[src/rtl/pipeline_stall_ctrl_pkg.sv]
// rtl/pipeline_stall_ctrl_pkg.sv - shared state encodings, control bundle and bubble constants
package pipeline_stall_ctrl_pkg;

    typedef enum logic [1:0] {
        ST_RUN      = 2'd0,
        ST_MEM_WAIT = 2'd1,
        ST_FLUSH    = 2'd2
    } state_t;

    typedef struct packed {
        logic pc_stall;
        logic if_id_stall;
        logic if_id_flush;
        logic ex_stall;
        logic id_ex_flush;
        logic mem_stall;
    } ctrl_t;

    localparam ctrl_t CTRL_NONE   = 6'b000000;
    localparam ctrl_t CTRL_FREEZE = 6'b110101;
    localparam ctrl_t CTRL_FLUSH  = 6'b001010;
    localparam ctrl_t CTRL_BUBBLE = 6'b110010;

    // Values loaded by IF_ID / ID_EX when flushed: addi x0,x0,0 and an all-zero control word.
    localparam logic [31:0] NOP_INSTR   = 32'h0000_0013;
    localparam logic [31:0] BUBBLE_CTRL = 32'h0000_0000;

    function automatic logic reg_match(input logic [4:0] rd, input logic [4:0] rs);
        return (rd != 5'd0) && (rd == rs);
    endfunction

endpackage

[src/rtl/pipeline_stall_ctrl_load_use_detector.sv]
// rtl/pipeline_stall_ctrl_load_use_detector.sv - combinational load-use hazard compare
module load_use_detector
    import pipeline_stall_ctrl_pkg::*;
(
    input  logic [4:0] i_id_rs1,
    input  logic [4:0] i_id_rs2,
    input  logic [4:0] i_id_ex_rd,
    input  logic       i_id_ex_memread,
    output logic       o_load_use
);

    logic w_hit_rs1;
    logic w_hit_rs2;

    assign w_hit_rs1  = reg_match(i_id_ex_rd, i_id_rs1);
    assign w_hit_rs2  = reg_match(i_id_ex_rd, i_id_rs2);
    assign o_load_use = i_id_ex_memread & (w_hit_rs1 | w_hit_rs2);

endmodule

[src/rtl/pipeline_stall_ctrl.sv]
// rtl/pipeline_stall_ctrl.sv - stall/flush sequencer with dmem watchdog and stall-cycle counter
module pipeline_stall_ctrl
    import pipeline_stall_ctrl_pkg::*;
#(
    parameter int MEM_TIMEOUT = 16,
    parameter int CNT_W       = 32
) (
    input  logic             i_clk,
    input  logic             i_reset,
    input  logic [4:0]       i_id_rs1,
    input  logic [4:0]       i_id_rs2,
    input  logic             i_id_ex_memread,
    input  logic [4:0]       i_id_ex_rd,
    input  logic             i_ex_branch_taken,
    input  logic             i_id_ex_unconditional_jmp,
    input  logic             i_ex_mem_memread,
    input  logic             i_ex_mem_memwrite,
    input  logic             i_dmem_ready,
    output logic             o_pc_stall,
    output logic             o_if_id_stall,
    output logic             o_if_id_flush,
    output logic             o_ex_stall,
    output logic             o_id_ex_flush,
    output logic             o_mem_stall,
    output logic             o_mem_timeout,
    output logic [CNT_W-1:0] o_stall_cycles
);

    localparam int WC_W = $clog2(MEM_TIMEOUT + 1);
    localparam logic [WC_W-1:0] WC_MAX  = WC_W'(MEM_TIMEOUT);
    localparam logic [WC_W-1:0] WC_TRIG = WC_W'(MEM_TIMEOUT - 1);

    state_t          r_state;
    logic [WC_W-1:0] r_wait_cnt;
    logic            r_mem_timeout;
    logic [CNT_W-1:0] r_stall_cycles;

    state_t w_next;
    ctrl_t  w_ctrl;
    ctrl_t  w_out;
    logic   w_mem_busy;
    logic   w_redirect;
    logic   w_load_use;

    load_use_detector u_load_use (
        .i_id_rs1        (i_id_rs1),
        .i_id_rs2        (i_id_rs2),
        .i_id_ex_rd      (i_id_ex_rd),
        .i_id_ex_memread (i_id_ex_memread),
        .o_load_use      (w_load_use)
    );

    assign w_mem_busy = (i_ex_mem_memread | i_ex_mem_memwrite) & ~i_dmem_ready;
    assign w_redirect = i_ex_branch_taken | i_id_ex_unconditional_jmp;

    always_comb begin
        w_ctrl = CTRL_NONE;
        w_next = r_state;
        case (r_state)
            ST_RUN: begin
                if (w_mem_busy) begin
                    w_ctrl = CTRL_FREEZE;
                    w_next = ST_MEM_WAIT;
                end else if (w_redirect) begin
                    w_ctrl = CTRL_FLUSH;
                    w_next = ST_FLUSH;
                end else if (w_load_use) begin
                    w_ctrl = CTRL_BUBBLE;
                    w_next = ST_RUN;
                end else begin
                    w_next = ST_RUN;
                end
            end
            ST_MEM_WAIT: begin
                // Release cycle falls through to the normal RUN priorities.
                if (!i_dmem_ready) begin
                    w_ctrl = CTRL_FREEZE;
                    w_next = ST_MEM_WAIT;
                end else if (w_redirect) begin
                    w_ctrl = CTRL_FLUSH;
                    w_next = ST_FLUSH;
                end else if (w_load_use) begin
                    w_ctrl = CTRL_BUBBLE;
                    w_next = ST_RUN;
                end else begin
                    w_next = ST_RUN;
                end
            end
            ST_FLUSH: begin
                // ID holds a wrong-path instruction, so its load-use hazard is meaningless.
                if (w_mem_busy) begin
                    w_ctrl = CTRL_FREEZE;
                    w_next = ST_MEM_WAIT;
                end else if (w_redirect) begin
                    w_ctrl = CTRL_FLUSH;
                    w_next = ST_FLUSH;
                end else begin
                    w_next = ST_RUN;
                end
            end
            default: begin
                w_next = ST_RUN;
            end
        endcase
    end

    assign w_out = i_reset ? CTRL_NONE : w_ctrl;

    assign o_pc_stall     = w_out.pc_stall;
    assign o_if_id_stall  = w_out.if_id_stall;
    assign o_if_id_flush  = w_out.if_id_flush;
    assign o_ex_stall     = w_out.ex_stall;
    assign o_id_ex_flush  = w_out.id_ex_flush;
    assign o_mem_stall    = w_out.mem_stall;
    assign o_mem_timeout  = r_mem_timeout;
    assign o_stall_cycles = r_stall_cycles;

    always_ff @(posedge i_clk or posedge i_reset) begin
        if (i_reset) begin
            r_state        <= ST_RUN;
            r_wait_cnt     <= '0;
            r_mem_timeout  <= 1'b0;
            r_stall_cycles <= '0;
        end else begin
            r_state <= w_next;

            if (w_next == ST_MEM_WAIT) begin
                if (r_state != ST_MEM_WAIT) begin
                    r_wait_cnt <= WC_W'(1);
                end else if (r_wait_cnt != WC_MAX) begin
                    r_wait_cnt <= r_wait_cnt + WC_W'(1);
                end
            end else begin
                r_wait_cnt <= '0;
            end

            if (r_state == ST_MEM_WAIT && !i_dmem_ready && r_wait_cnt == WC_TRIG) begin
                r_mem_timeout <= 1'b1;
            end

            if (w_out.pc_stall && (r_stall_cycles != {CNT_W{1'b1}})) begin
                r_stall_cycles <= r_stall_cycles + CNT_W'(1);
            end
        end
    end

endmodule

[config.mk]
export PLATFORM = sky130hd
export DESIGN_NAME = pipeline_stall_ctrl
export DESIGN_NICKNAME = d
export VERILOG_FILES = /design/src/rtl/pipeline_stall_ctrl_pkg.sv /design/src/rtl/pipeline_stall_ctrl_load_use_detector.sv /design/src/rtl/pipeline_stall_ctrl.sv
export SDC_FILE = /design/constraint.sdc
export NUM_CORES = 1
export LEC_CHECK = 0
export ABC_AREA = 1
export CAP_MARGIN = 5
export CELL_PAD_IN_SITES_DETAIL_PLACEMENT = 0
export CELL_PAD_IN_SITES_GLOBAL_PLACEMENT = 1
export CORE_ASPECT_RATIO = 1.4
export CORE_MARGIN = 5
export CORE_UTILIZATION = 36
export DETAILED_ROUTE_END_ITERATION = 10
export GPL_TIMING_DRIVEN = 1
export PLACE_DENSITY_LB_ADDON = 0.2
export SYNTH_ARGS = -nofsm -noshare
export SYNTH_HDL_FRONTEND = slang
export SYNTH_SLANG_ARGS = --single-unit
[constraint.sdc]
create_clock -name i_clk -period 2.5 [get_ports i_clk]
set_input_delay 0.625 -clock i_clk [delete_from_list [all_inputs] [get_ports i_clk]]
set_output_delay 0.625 -clock i_clk [all_outputs]
set_load 0.02 [all_outputs]
==> impl_results.html <==
<table>
<tr><th>Metric</th><th>Value</th></tr>
<tr><th colspan="2">STA</th></tr>
<tr><td>Minimum hold slack</td><td>0.466 ns</td></tr>
<tr><td>Fraction of the cycle the final worst path needs</td><td>0.976</td></tr>
<tr><td>Transition time of the tightest slew-check pin</td><td>1.06 ns</td></tr>
<tr><td>Achievable Freq</td><td>410 MHz</td></tr>
<tr><td>Post-Route Setup TNS</td><td>0 ns</td></tr>
<tr><td>Clock Skews</td><td>0.00297 ns</td></tr>
<tr><td>Fin. Hold Viols</td><td>0</td></tr>
<tr><td>Endpoints failing setup</td><td>0</td></tr>
<tr><td>Relative slew slack</td><td>0.292</td></tr>
<tr><td>Post-layout minimum cycle time</td><td>2.44 ns</td></tr>
<tr><td>Max-slew violation total from the final report</td><td>0</td></tr>
<tr><th colspan="2">Synth</th></tr>
<tr><td>Avg Synthesized Cell Area</td><td>6.63 um^2</td></tr>
<tr><td>Synth cell types</td><td>31</td></tr>
<tr><td>Yosys reg bits</td><td>40</td></tr>
<tr><td>Synth async-reset ratio</td><td>1.00</td></tr>
<tr><td>Share of synthesized area occupied by flip-flops and latches</td><td>0.336</td></tr>
<tr><td>Mapped cell area</td><td>2980 um^2</td></tr>
<tr><td>Yosys warning total</td><td>0</td></tr>
<tr><td>Cells after Synth</td><td>449</td></tr>
<tr><td>Count of flip-flops with a built-in enable after synthesis</td><td>0</td></tr>
<tr><td>Post-synth net total</td><td>476</td></tr>
<tr><td>Most used DFF post-synth</td><td>dfrtp_1</td></tr>
<tr><th colspan="2">Worst setup path</th></tr>
<tr><td>Cells along the critical path</td><td>clkdlybuf4s50_1 -&gt; o21ai_2 -&gt; nand3_2 -&gt; a311oi_2 -&gt; buf_4</td></tr>
<tr><td>Slack of the worst reg-to-reg path</td><td>0.49 ns</td></tr>
<tr><td>Slowest stage cell on the critical path</td><td>clkdlybuf4s50_1</td></tr>
<tr><td>Worst EP required</td><td>1.88 ns</td></tr>
<tr><td>Endpoint of the worst register-to-register path</td><td>o_stall_cycles[17]$_DFFE_PP0P_</td></tr>
<tr><td>R2R depth</td><td>12</td></tr>
<tr><td>Type of the worst setup path</td><td>in -&gt; out</td></tr>
<tr><td>Delay of the slowest cell on the worst path</td><td>0.41 ns</td></tr>
<tr><td>Maximum fanout along the worst path</td><td>3</td></tr>
<tr><td>Worst Path Arrival</td><td>1.82 ns</td></tr>
<tr><td>CP endpoint kind</td><td>primary output</td></tr>
<tr><td>Start of the worst register-to-register path</td><td>o_stall_cycles[1]$_DFFE_PP0P_</td></tr>
<tr><td>Critical path startpoint category</td><td>input pin</td></tr>
<tr><th colspan="2">Min path</th></tr>
<tr><td>Min-Delay Endpoint</td><td>o_mem_timeout$_DFFE_PP0P_</td></tr>
<tr><td>Hold Path Depth</td><td>1</td></tr>
<tr><td>Type of the worst min-delay path</td><td>reg -&gt; reg</td></tr>
<tr><td>Min-Delay Startpoint</td><td>o_mem_timeout$_DFFE_PP0P_</td></tr>
<tr><th colspan="2">Global route</th></tr>
<tr><td>First-pass GRT wire length</td><td>13.1 mm</td></tr>
<tr><td>Number of antenna violations at the first check in global routing</td><td>0</td></tr>
<tr><td>Largest net degree at the start of global routing</td><td>99</td></tr>
<tr><td>Vias in the first global route</td><td>2872</td></tr>
<tr><td>Remaining global-route overflow</td><td>0</td></tr>
<tr><td>GRT Util Overall</td><td>0.156</td></tr>
<tr><th colspan="2">Floorplan</th></tr>
<tr><td>Effective utilization at floorplan</td><td>0.367</td></tr>
<tr><td>Placeable Area</td><td>8100 um^2</td></tr>
<tr><td>Overall die area</td><td>10200 um^2</td></tr>
<tr><td>Site Rows</td><td>39</td></tr>
<tr><td>Die boundary width</td><td>86.9 um</td></tr>
<tr><td>Top-Level Pins</td><td>62</td></tr>
<tr><td>Height of the chip</td><td>118 um</td></tr>
<tr><th colspan="2">Place</th></tr>
<tr><td>Post-DP HPWL</td><td>5.62 mm</td></tr>
<tr><td>Count of input and output buffers</td><td>61</td></tr>
<tr><td>GPL Wtd Cong</td><td>0.815</td></tr>
<tr><td>Cell area reported after detailed placement</td><td>3740 um^2</td></tr>
<tr><td>Placed cell count</td><td>610</td></tr>
<tr><th colspan="2">Routing</th></tr>
<tr><td>Routed length per placed instance</td><td>12.3 um</td></tr>
<tr><td>Total wire length after detailed routing</td><td>7.70 mm</td></tr>
<tr><td>Via-per-instance ratio</td><td>4.83</td></tr>
<tr><td>Detailed-route via count</td><td>3016</td></tr>
<tr><td>DRT antenna net count</td><td>0</td></tr>
<tr><td>DRC violation count after routing</td><td>0</td></tr>
<tr><td>Number of detailed-route iterations in the first pass</td><td>4</td></tr>
<tr><td>Number of DRC violations after detailed-routing iteration 0</td><td>135</td></tr>
<tr><th colspan="2">Pwr</th></tr>
<tr><td>IR drop worst, VDD</td><td>0.000272 V</td></tr>
<tr><td>P_leak</td><td>0.00194 uW</td></tr>
<tr><td>Total power per unit cell area</td><td>489 nW/um^2</td></tr>
<tr><th colspan="2">Finish</th></tr>
<tr><td>Final Instance Count excl. Fillers</td><td>624</td></tr>
<tr><td>Signed area change from the synthesized netlist to the final layout</td><td>33.7%</td></tr>
<tr><td>Highest-count cells in the layout ignoring fill and taps</td><td>123 x nand2_1, 74 x inv_1, 43 x nand3_1</td></tr>
<tr><td>Antenna Cells</td><td>0</td></tr>
<tr><td>Most common library cell in the layout ignoring fill and taps</td><td>nand2_1</td></tr>
<tr><td>Final Core Density</td><td>0.491</td></tr>
<tr><td>Fraction of final layout cells sized beyond drive strength 1</td><td>0.176</td></tr>
<tr><td>Seq. cell area</td><td>1000 um^2</td></tr>
<tr><td>Final layout net count</td><td>548</td></tr>
<tr><td>Cell area after layout</td><td>3980 um^2</td></tr>
<tr><td>Multi-input gate area in the final layout</td><td>1610 um^2</td></tr>
<tr><td>Filler cell count in the final layout</td><td>870</td></tr>
<tr><th colspan="2">Clock tree</th></tr>
<tr><td>CTS clk-pin slew, worst paths</td><td>0.06 ns</td></tr>
<tr><td>Maximum buffer depth of the clock tree</td><td>2</td></tr>
<tr><td>Clock net sink count</td><td>40</td></tr>
<tr><td>Root cell of the clock tree</td><td>clkbuf_16</td></tr>
<tr><td>Quantity of hold-fixing buffers added after cts</td><td>0</td></tr>
<tr><td>TritonCTS clock tree</td><td>done</td></tr>
<tr><td>Clk_lat worst skew</td><td>0.28 ns</td></tr>
<tr><td>H-tree depth</td><td>2</td></tr>
<tr><td>Cts bufs inserted</td><td>5</td></tr>
<tr><th colspan="2">Run</th></tr>
<tr><td>Number of maximum-capacitance violations</td><td>0</td></tr>
<tr><th colspan="2">Run status</th></tr>
<tr><td>Outcome</td><td>finished clean</td></tr>
</table>
-- critical path: cells and delay by family --
kind / cells / cell delay, ns
buffers and inverters: 2 / 0.59
AOI/OAI and AO/OA: 2 / 0.48
and+or+nand+nor: 1 / 0.11
-- registers in the layout, summed over array words and instances, names as in the netlist --
name,cells
o_mem_timeout,1
r_wait_cnt,5
r_state,2
o_stall_cycles,32
-- cells by family (layout without fill, tap and decap cells) --
kind of cell / Yosys count / in the layout / synth area share
buf+inv: 107 / 180 / 0.150
simple gates: 272 / 272 / 0.440
fa+ha+maj: 4 / 4 / 0.0168
compound gates: 18 / 18 / 0.0336
xor+xnor: 8 / 8 / 0.0235
flops: 40 / 40 / 0.336
-- through the flow --
stage,setup WS [ns],total power [uW]
2_1_floorplan,0.0581,1040
3_3_place_gp,-0.672,1250
3_5_place_dp,-0.691,1260
4_1_cts,0.00929,1930
5_1_grt,-0.00843,2070
6_report,0.0595,1950
-- synth_stat cells, drive strengths merged (2+ instances only) --
master	count	area, um^2
nand4	38	238
xnor2	4	35.0
o21ai	6	30.0
nand3	50	290
clkbuf	4	15.0
nor2	39	184
nor4	2	12.5
clkinv	2	7.51
xor2	4	35.0
ha	4	50.1
nand2	134	533
dfrtp	40	1000
a21oi	9	45.0
nor3	8	45.0
inv	90	338
buf	11	85.1
-- where the power goes --
part	switching, uW	total (uW)	internal, uW
clock network	261	654	394
registers	64.5	751	687
logic	302	539	237
-- metal layers --
metal / share of wire / global-route usage
met2: 0.52 / 0.277
met3: 0.042 / 0.0308
met1: 0.42 / 0.183
met4: 0.014 / 0.0497
met5: 0 / 0
-- cell type report --
cell class,instances,area share
multi-input combinational,302,0.403
sequential,40,0.251
clock buffer,6,0.0349
inverter,92,0.0871
clock inverter,2,0.00251
tap,102,0.0321
timing repair buffer,80,0.189
-- how the worst max path moves through the flow --
stage                      startpoint                            end  depth (start not counted)
floorplan                     i_reset  o_stall_cycles[1]$_DFFE_PP0P_                          4
global placement        i_id_ex_rd[2]                     o_pc_stall                         12
detailed placement      i_id_ex_rd[2]                     o_pc_stall                         12
CTS                 i_ex_mem_memwrite                    o_mem_stall                          6
global route         i_ex_mem_memread  o_stall_cycles[0]$_DFFE_PP0P_                         15
finish               i_ex_mem_memread                  o_id_ex_flush                          5
-- what timing repair did --
item,in CTS,in global routing
setup buffers,5,0
endpoints found under the hold margin,0,0
gates cloned,0,1
endpoints found under the setup margin,6,36
pin swaps,9,11
gates resized for setup,45,40
No activity file was read; power rests on OpenSTA's default activity.
